$ cat src/rtl/shift_arbiter_2ch_pkg.sv
// Shared types and constants for the two-channel shift arbiter.
package shift_arbiter_2ch_pkg;

   localparam int unsigned DATA_W = 8;
   localparam int unsigned AMT_W  = 3;

   localparam logic DIR_LEFT  = 1'b1;
   localparam logic DIR_RIGHT = 1'b0;

   typedef enum logic [1:0] {
      ST_IDLE  = 2'd0,
      ST_SHIFT = 2'd1,
      ST_RESP  = 2'd2
   } state_e;

   typedef struct packed {
      logic [DATA_W-1:0] data;
      logic              lr;
      logic [AMT_W-1:0]  n;
   } shift_op_t;

   // Selects the operand bundle of the winning requester.
   function automatic shift_op_t pick_op(input logic sel, input shift_op_t op0, input shift_op_t op1);
      return sel ? op1 : op0;
   endfunction

endpackage

$ cat src/rtl/shift_arbiter_2ch_if.sv
// Requester, consumer and status signals of the two-channel shift arbiter.
interface shift_arbiter_2ch_if;
   import shift_arbiter_2ch_pkg::*;

   logic              req0;
   logic [DATA_W-1:0] in0;
   logic              lr0;
   logic [AMT_W-1:0]  n0;
   logic              req1;
   logic [DATA_W-1:0] in1;
   logic              lr1;
   logic [AMT_W-1:0]  n1;
   logic              gnt0;
   logic              gnt1;
   logic              out_valid;
   logic [DATA_W-1:0] out_data;
   logic              out_id;
   logic              out_ready;
   logic              busy;

   modport slave (
      input  req0, in0, lr0, n0, req1, in1, lr1, n1, out_ready,
      output gnt0, gnt1, out_valid, out_data, out_id, busy
   );

   modport master (
      output req0, in0, lr0, n0, req1, in1, lr1, n1, out_ready,
      input  gnt0, gnt1, out_valid, out_data, out_id, busy
   );

endinterface

$ cat src/rtl/barrel_shifter_8bit.sv
// Combinational 8-bit logical barrel shifter; zeros fill vacated bits.
module barrel_shifter_8bit
   import shift_arbiter_2ch_pkg::*;
(
   output logic [DATA_W-1:0] out,
   input  logic [DATA_W-1:0] in,
   input  logic              lr,
   input  logic [AMT_W-1:0]  n
);

   always_comb begin
      out = '0;
      case (lr)
         DIR_LEFT:  out = in << n;
         DIR_RIGHT: out = in >> n;
      endcase
   end

endmodule

$ cat src/rtl/shift_arbiter_2ch.sv
// Round-robin arbiter and sequencer in front of the shared barrel shifter.
module shift_arbiter_2ch
   import shift_arbiter_2ch_pkg::*;
#(
   parameter bit RR_INIT = 1'b0
) (
   input  logic                clk,
   input  logic                rst,
   shift_arbiter_2ch_if.slave  bus
);

   state_e            state_q;
   logic              prio_q;
   logic              win_q;
   shift_op_t         op_q;
   logic              gnt0_q;
   logic              gnt1_q;
   logic              valid_q;
   logic [DATA_W-1:0] data_q;
   logic              id_q;
   logic              busy_q;

   shift_op_t         op0_d;
   shift_op_t         op1_d;
   logic              any_req_d;
   logic              win_d;
   logic [DATA_W-1:0] shift_out;

   assign op0_d     = '{data: bus.in0, lr: bus.lr0, n: bus.n0};
   assign op1_d     = '{data: bus.in1, lr: bus.lr1, n: bus.n1};
   assign any_req_d = bus.req0 | bus.req1;
   // A lone requester wins outright; a tie goes to the priority holder.
   assign win_d     = (bus.req0 & bus.req1) ? prio_q : bus.req1;

   barrel_shifter_8bit u_shifter (
      .out (shift_out),
      .in  (op_q.data),
      .lr  (op_q.lr),
      .n   (op_q.n)
   );

   always_ff @(posedge clk) begin
      if (rst) begin
         state_q <= ST_IDLE;
         prio_q  <= RR_INIT;
         win_q   <= 1'b0;
         op_q    <= '0;
         gnt0_q  <= 1'b0;
         gnt1_q  <= 1'b0;
         valid_q <= 1'b0;
         data_q  <= '0;
         id_q    <= 1'b0;
         busy_q  <= 1'b0;
      end else begin
         gnt0_q <= 1'b0;
         gnt1_q <= 1'b0;
         case (state_q)
            ST_IDLE: begin
               if (any_req_d) begin
                  op_q    <= pick_op(win_d, op0_d, op1_d);
                  win_q   <= win_d;
                  gnt0_q  <= ~win_d;
                  gnt1_q  <= win_d;
                  prio_q  <= ~win_d;
                  busy_q  <= 1'b1;
                  state_q <= ST_SHIFT;
               end
            end
            ST_SHIFT: begin
               data_q  <= shift_out;
               id_q    <= win_q;
               valid_q <= 1'b1;
               state_q <= ST_RESP;
            end
            ST_RESP: begin
               if (bus.out_ready) begin
                  valid_q <= 1'b0;
                  busy_q  <= 1'b0;
                  state_q <= ST_IDLE;
               end
            end
            default: begin
               valid_q <= 1'b0;
               busy_q  <= 1'b0;
               state_q <= ST_IDLE;
            end
         endcase
      end
   end

   assign bus.gnt0      = gnt0_q;
   assign bus.gnt1      = gnt1_q;
   assign bus.out_valid = valid_q;
   assign bus.out_data  = data_q;
   assign bus.out_id    = id_q;
   assign bus.busy      = busy_q;

endmodule

$ cat src/flat_wrapper.sv
// flat-port wrapper written by rule: the top's interface ports become plain ports
module shift_arbiter_2ch_flat import shift_arbiter_2ch_pkg::*;
#(
   parameter bit RR_INIT = 1'b0
)
  (clk, rst, bus_req0, bus_in0, bus_lr0, bus_n0, bus_req1, bus_in1, bus_lr1, bus_n1, bus_out_ready, bus_gnt0, bus_gnt1, bus_out_valid, bus_out_data, bus_out_id, bus_busy);
  shift_arbiter_2ch_if bus_i ();
  input  logic clk;
  input  logic rst;
  input wire logic [$bits(bus_i.req0)-1:0] bus_req0;
  input wire logic [$bits(bus_i.in0)-1:0] bus_in0;
  input wire logic [$bits(bus_i.lr0)-1:0] bus_lr0;
  input wire logic [$bits(bus_i.n0)-1:0] bus_n0;
  input wire logic [$bits(bus_i.req1)-1:0] bus_req1;
  input wire logic [$bits(bus_i.in1)-1:0] bus_in1;
  input wire logic [$bits(bus_i.lr1)-1:0] bus_lr1;
  input wire logic [$bits(bus_i.n1)-1:0] bus_n1;
  input wire logic [$bits(bus_i.out_ready)-1:0] bus_out_ready;
  output wire logic [$bits(bus_i.gnt0)-1:0] bus_gnt0;
  output wire logic [$bits(bus_i.gnt1)-1:0] bus_gnt1;
  output wire logic [$bits(bus_i.out_valid)-1:0] bus_out_valid;
  output wire logic [$bits(bus_i.out_data)-1:0] bus_out_data;
  output wire logic [$bits(bus_i.out_id)-1:0] bus_out_id;
  output wire logic [$bits(bus_i.busy)-1:0] bus_busy;
  assign bus_i.req0 = bus_req0;
  assign bus_i.in0 = bus_in0;
  assign bus_i.lr0 = bus_lr0;
  assign bus_i.n0 = bus_n0;
  assign bus_i.req1 = bus_req1;
  assign bus_i.in1 = bus_in1;
  assign bus_i.lr1 = bus_lr1;
  assign bus_i.n1 = bus_n1;
  assign bus_i.out_ready = bus_out_ready;
  assign bus_gnt0 = bus_i.gnt0;
  assign bus_gnt1 = bus_i.gnt1;
  assign bus_out_valid = bus_i.out_valid;
  assign bus_out_data = bus_i.out_data;
  assign bus_out_id = bus_i.out_id;
  assign bus_busy = bus_i.busy;
  shift_arbiter_2ch #(.RR_INIT(RR_INIT)) u_core (.clk(clk), .rst(rst), .bus(bus_i));
endmodule
$ cat config.mk
export PLATFORM = sky130hd
export DESIGN_NAME = shift_arbiter_2ch_flat
export DESIGN_NICKNAME = d
export VERILOG_FILES = /design/src/rtl/shift_arbiter_2ch_pkg.sv /design/src/rtl/shift_arbiter_2ch_if.sv /design/src/rtl/barrel_shifter_8bit.sv /design/src/rtl/shift_arbiter_2ch.sv /design/src/flat_wrapper.sv
export SDC_FILE = /design/constraint.sdc
export NUM_CORES = 1
export LEC_CHECK = 0
export BUFFER_PORTS_ARGS = -buffer_cell sky130_fd_sc_hd__clkbuf_2
export CORE_UTILIZATION = 50
export DETAILED_ROUTE_END_ITERATION = 16
export GPL_ROUTABILITY_DRIVEN = 0
export PLACE_DENSITY = 0.84
export SLEW_MARGIN = 20
export SYNTH_ARGS = -nofsm -noshare
export SYNTH_HDL_FRONTEND = slang
export SYNTH_SLANG_ARGS = --single-unit
$ cat constraint.sdc
create_clock -name clk -period 1.6 [get_ports clk]
set_input_delay 0.24 -clock clk [delete_from_list [all_inputs] [get_ports clk]]
set_output_delay 0.24 -clock clk [all_outputs]
set_load 0.005 [all_outputs]
# ---- Word level (Yosys, flattened, before mapping)
# Index checks and enable logic that the tools add are counted.
dict set report totals {
  word_cells 41
  ff_bits 29
  inputBits 29
  output_inout_bits 13
}
dict set report classes {
  muxes 10
  n_reduce_logical 6
  shifts 2
  bitwise 7
  eq_ne 4
}
# operator n
set op_table {}
lappend op_table {{8-bit case mux with 2 select lines} 1}
lappend op_table {{12-bit 2-to-1 mux} 1}
lappend op_table {{8-bit by 3-bit << shifter with 8-bit output} 1}
lappend op_table {{8-bit by 3-bit right shift with 8-bit output} 1}
lappend op_table {{1-bit case mux with 3 select lines} 2}
lappend op_table {{2-bit case mux with 3 select lines} 1}
lappend op_table {{2-bit AND reduction} 3}
lappend op_table {{1-bit inverter} 5}
lappend op_table {{2-bit 2-to-1 mux} 2}
lappend op_table {{1-bit 2-to-1 mux} 3}
lappend op_table {{3-bit AND reduction} 1}
lappend op_table {{3-bit OR reduction} 1}
lappend op_table {{2-bit by 1-bit equality test with 1-bit output, second input constant} 1}
lappend op_table {{2-bit equality test, second input constant} 1}
lappend op_table {{2-bit logical NOT} 1}
lappend op_table {{2-bit by 1-bit inequality test with 1-bit output, second input constant} 1}
lappend op_table {{2-bit inequality test, second input constant} 1}
lappend op_table {{1-bit bitwise AND} 1}
lappend op_table {{1-bit bitwise OR} 1}

# ---- Longest topological paths before layout
dict set report depth {
  word_depth 3
  ltp_mapped 7
  mapped_depth_nobuf 4
}

# ---- Hierarchy
# From an unflattened synthesis, not the netlist that was laid out.
dict set report unflattened {
  hier_cells 220
  hier_area_um2 1690.4
}
# module n_inst area_each_um2 seq_area_each_um2 cells_each
set by_module_without_submodules {}
lappend by_module_without_submodules {shift_arbiter_2ch 1 1189.9 580.6 142}
lappend by_module_without_submodules {barrel_shifter_8bit 1 500.5 0.0 78}

# ---- Least setup slack after synthesis
# No wires, ideal clock.
dict set report synth_path {
  path_kind {reg2reg}
  start {register u_core.op_q[0] (netlist bit)}
  end {register u_core.data_q[7], in the netlist u_core.bus.out_data[7]}
  period_less_slack_ps 1459
  n_path_buf 0
  setup_ps 115
  required_ps 1485
  arrival_time_ps 1344
  setup_slack_ps 141
  path_stages_with_launch 5
  cell_sequence {dfxtp_1 > mux4_1 > mux2i_1 > nand3_1 > and3_1}
}
dict set report synth_via {
  elab_chain_len 2
  word_cells_on_any_way 3
  cone_classes {shift: 2; mux: 1}
}
# element line_no
set synth_lines {}
lappend synth_lines {{start: declaration} shift_arbiter_2ch.sv:15} ;# shift_op_t op_q;
lappend synth_lines {{start signal: assignment} shift_arbiter_2ch.sv:60} ;# op_q <= pick_op(win_d, op0_d, op1_d);
lappend synth_lines {{8-bit by 3-bit right shift with 8-bit output / 8-bit by 3-bit << shifter with 8-bit output (equally long branches)} {barrel_shifter_8bit.sv:15, barrel_shifter_8bit.sv:14}}
lappend synth_lines {{8-bit case mux with 2 select lines (*)} barrel_shifter_8bit.sv:13} ;# case (lr)
lappend synth_lines {{end signal: assignment} shift_arbiter_2ch.sv:70} ;# data_q <= shift_out;
lappend synth_lines {{end: declaration} shift_arbiter_2ch.sv:19} ;# logic [DATA_W-1:0] data_q;
# Every way passes the cells marked *; elsewhere a longest branch is shown, timed or not.
# A chain may end at the register's enable or synchronous reset.

# ---- Final worst setup path
dict set report layout_path {
  start {register u_core.op_q[0] (netlist bit)}
  end {register u_core.data_q[0], in the netlist u_core.bus.out_data[0]}
}
# The elaborated chain is that of the path after synthesis.

==> metrics.txt <==
initial DRC count 126; crit-path max FO 8; horizontal die dimension 59.45 um; net switching power 0.5784 mW; maximum buffer depth of the clock tree 2; Final Instance Area 2019 um^2; fin crit period 1.505 ns; vias after detailed routing 1,567; number of cells produced by synthesis 169; Post-DP HPWL 2.870 mm; area growth from synthesis to final layout 22.37%; PnR worst setup slack 0.09491 ns; clock network power share 26.7%; clock tree from TritonCTS yes; overall overflow remaining after global route 0; die footprint 3534 um^2; synthesis-stage register bit count 29; net count reported at finish 248; startpoint type of the worst setup path register; most common cell after layout, fill and taps aside sky130_fd_sc_hd__clkbuf_2; Final Setup Violations 0; yosys warns 0; max-slew violation count 0; GRT Total Usage 24.82%; CP Data Arrival Time 1.77 ns; final cycle utilization of the critical path 94.07%; net count after synthesis 198; worst setup skew after layout 0.008404 ns; status completed; placed standard-cell area 1942 um^2; setup slack at placement -0.01763 ns; insertion delay to the later sink of the worst-skew pair 0.32 ns; sequential cell fraction of total power 45.1%; first-pass GRT wire length 6.603 mm; relative contribution of combinational cells to total power 28.2%; maximum level of the CTS H-tree 2; actual slew at the worst max-slew pin 0.3659 ns; Antenna diodes 0; HP Class in -> reg; root buffer cell sky130_fd_sc_hd__clkbuf_4; Slew headroom 75.55%; initial standard-cell utilization of the core 53.19%; power per cell area 933.1 nW/um^2; top flip-flop cell by instance count after synthesis sky130_fd_sc_hd__dfxtp_1; maximum number of pins on one net before global-route repair 20; IO buf count 41; Lkg Pwr 0.8455 nW; core area 3103 um^2; routed wirelength normalized by instance count 14.50 um; Worst setup EP type register; Hold WS 0.1523 ns; total of max-cap violations 0; Vias/cell 5.936; ordered list of cells on the worst path buf_4 -> inv_2 -> mux2_2 -> a211o_1 -> a21oi_1; highest-count cells in the layout ignoring fill and taps sky130_fd_sc_hd__clkbuf_2 (41), sky130_fd_sc_hd__dfxtp_1 (27), sky130_fd_sc_hd__nor2_1 (20); Die Height 59.45 um; highest clock rate 664.4 MHz; cell area after synthesis 1650 um^2; number of placed instances with taps included 256; sequential-to-total area share from yosys stat 35.18%; Worst VDD drop 0.5167 mV; Post-Layout Cell Count 264; count of clock tree sinks 29; total negative setup slack 0 ns; fraction of synthesis flops using an asynchronous set or reset pin 0%; required arrival time at the worst endpoint 1.86 ns; slowest cell delay on critical path 0.36 ns; # DRC 0; fraction of layout instances using a drive strength above 1 38.18%; final core utilization 65.08%; fill cell count 273; via count of the first global-routing pass 1,468; router iterations before antenna repair 8; switching share of power 30.69%; total power after layout 1.884 mW; number of primary I/O pins 42; number of setup buffers added after CTS 0; type of the worst setup path reg -> reg; number of antenna violations at the first check in global routing 0; total count of hold-check failures in the final report 0; critical-path cell with the highest stage delay sky130_fd_sc_hd__mux2_2; unrepaired setup endpoints after global routing no; number of placement rows 20; total wire length after detailed routing 3.828 mm; residual antenna-violating net count after detailed routing 0; Worst-path clk slew 0.09 ns; cell internal pwr 1.306 mW; number of distinct library cell variants in the gate-level netlist after synthesis 47; number of flops mapped to enable cells by yosys 0; number of buffers created by CTS 5; synthesized area divided by synthesized cell count 9.765 um^2
## critical path: cells and delay by family, from the launching register on
family / cells / cell delay, ns
compound gates: 2 / 0.42
mux: 1 / 0.36
buf+inv: 2 / 0.30
flops: 1 / 0.35
## cell type report
| cell class | count | area, um^2 | area share [%] |
|---|---|---|---|
| clock inverters | 1 | 5.005 | 0.2478 |
| flip-flops and latches | 29 | 585.6 | 29.00 |
| inverters | 4 | 15.01 | 0.7435 |
| well taps | 44 | 55.05 | 2.726 |
| multi-input cells | 121 | 948.4 | 46.96 |
| repair buffers | 58 | 345.3 | 17.10 |
| clock buffers | 7 | 65.06 | 3.222 |
## repair_timing
item                                    in CTS  in global routing
endpoints found under the setup margin       3                  3
gates resized for setup                      1                  4
gates cloned                                 0                  0
endpoints found under the hold margin        0                  0
hold buffers                                 0                  0
## synthesized netlist by cell type (2+ instances only)
master                      n  area [um^2]
sky130_fd_sc_hd__and3_1     2        12.51
sky130_fd_sc_hd__nor4_1     3        18.77
sky130_fd_sc_hd__clkbuf_1   5        18.77
sky130_fd_sc_hd__buf_2      5        25.02
sky130_fd_sc_hd__dfxtp_1   29        580.6
sky130_fd_sc_hd__nor2b_1    3        18.77
sky130_fd_sc_hd__nor3b_1    2        15.01
sky130_fd_sc_hd__a22oi_1    2        15.01
sky130_fd_sc_hd__inv_1      3        11.26
sky130_fd_sc_hd__nand3_1    4        20.02
sky130_fd_sc_hd__a21oi_1   12        60.06
sky130_fd_sc_hd__nor2_1    20        75.07
sky130_fd_sc_hd__mux2i_1   18        180.2
sky130_fd_sc_hd__mux4_2     3        67.56
sky130_fd_sc_hd__o21ai_0    5        25.02
sky130_fd_sc_hd__buf_6      2        22.52
sky130_fd_sc_hd__nand2_1    4        15.01
sky130_fd_sc_hd__o41ai_2    2        32.53
sky130_fd_sc_hd__mux2_2     2        22.52
sky130_fd_sc_hd__nand2b_1   4        25.02
sky130_fd_sc_hd__a222oi_1  12        120.1
sky130_fd_sc_hd__o22ai_1    2        12.51
## layer usage
layer | track usage (%) | up-vias | routed length [um]
met5 | 0 | - | 0
met4 | 8.844 | 0 | 44
met3 | 4.803 | 9 | 288
met2 | 39.17 | 72 | 1847
met1 | 33.56 | 732 | 1647
li1 | - | 754 | -
## path summary, 6_finish.rpt
path                    from                endpoint  slack (ns)  cells after the start
max reg2reg   u_core.op_q[0]  u_core.bus.out_data[0]        0.09                      5
min                bus_n0[0]          u_core.op_q[0]        0.15                      3
max           u_core.op_q[0]  u_core.bus.out_data[0]        0.09                      5
min reg2reg  u_core.bus.busy         u_core.bus.busy        0.46                      2
## cells by family after synthesis
group / after synthesis / synth area share [%]
simple gates: 51 / 16.45
compound gates: 46 / 22.90
flops: 29 / 35.18
mux: 24 / 17.97
buf+inv: 19 / 7.505
## sequential cells by signal (all words and copies together), names as in the netlist
| signal | count |
|---|---|
| u_core.bus.gnt0 | 1 |
| u_core.bus.out_id | 1 |
| u_core.state_q | 2 |
| u_core.op_q | 12 |
| u_core.bus.busy | 1 |
| u_core.prio_q | 1 |
| u_core.bus.out_data | 8 |
| u_core.win_q | 1 |
| u_core.bus.gnt1 | 1 |
| u_core.bus.out_valid | 1 |
## power groups by stage
stage,Clock (mW),Sequential [mW],Combinational [mW]
2_1_floorplan,0,0.847,0.376
3_3_place_gp,0,0.862,0.510
3_5_place_dp,0,0.863,0.518
4_1_cts,0.511,0.848,0.522
5_1_grt,0.552,0.861,0.586
6_report,0.503,0.850,0.532
(Power assumes the default switching activity.)
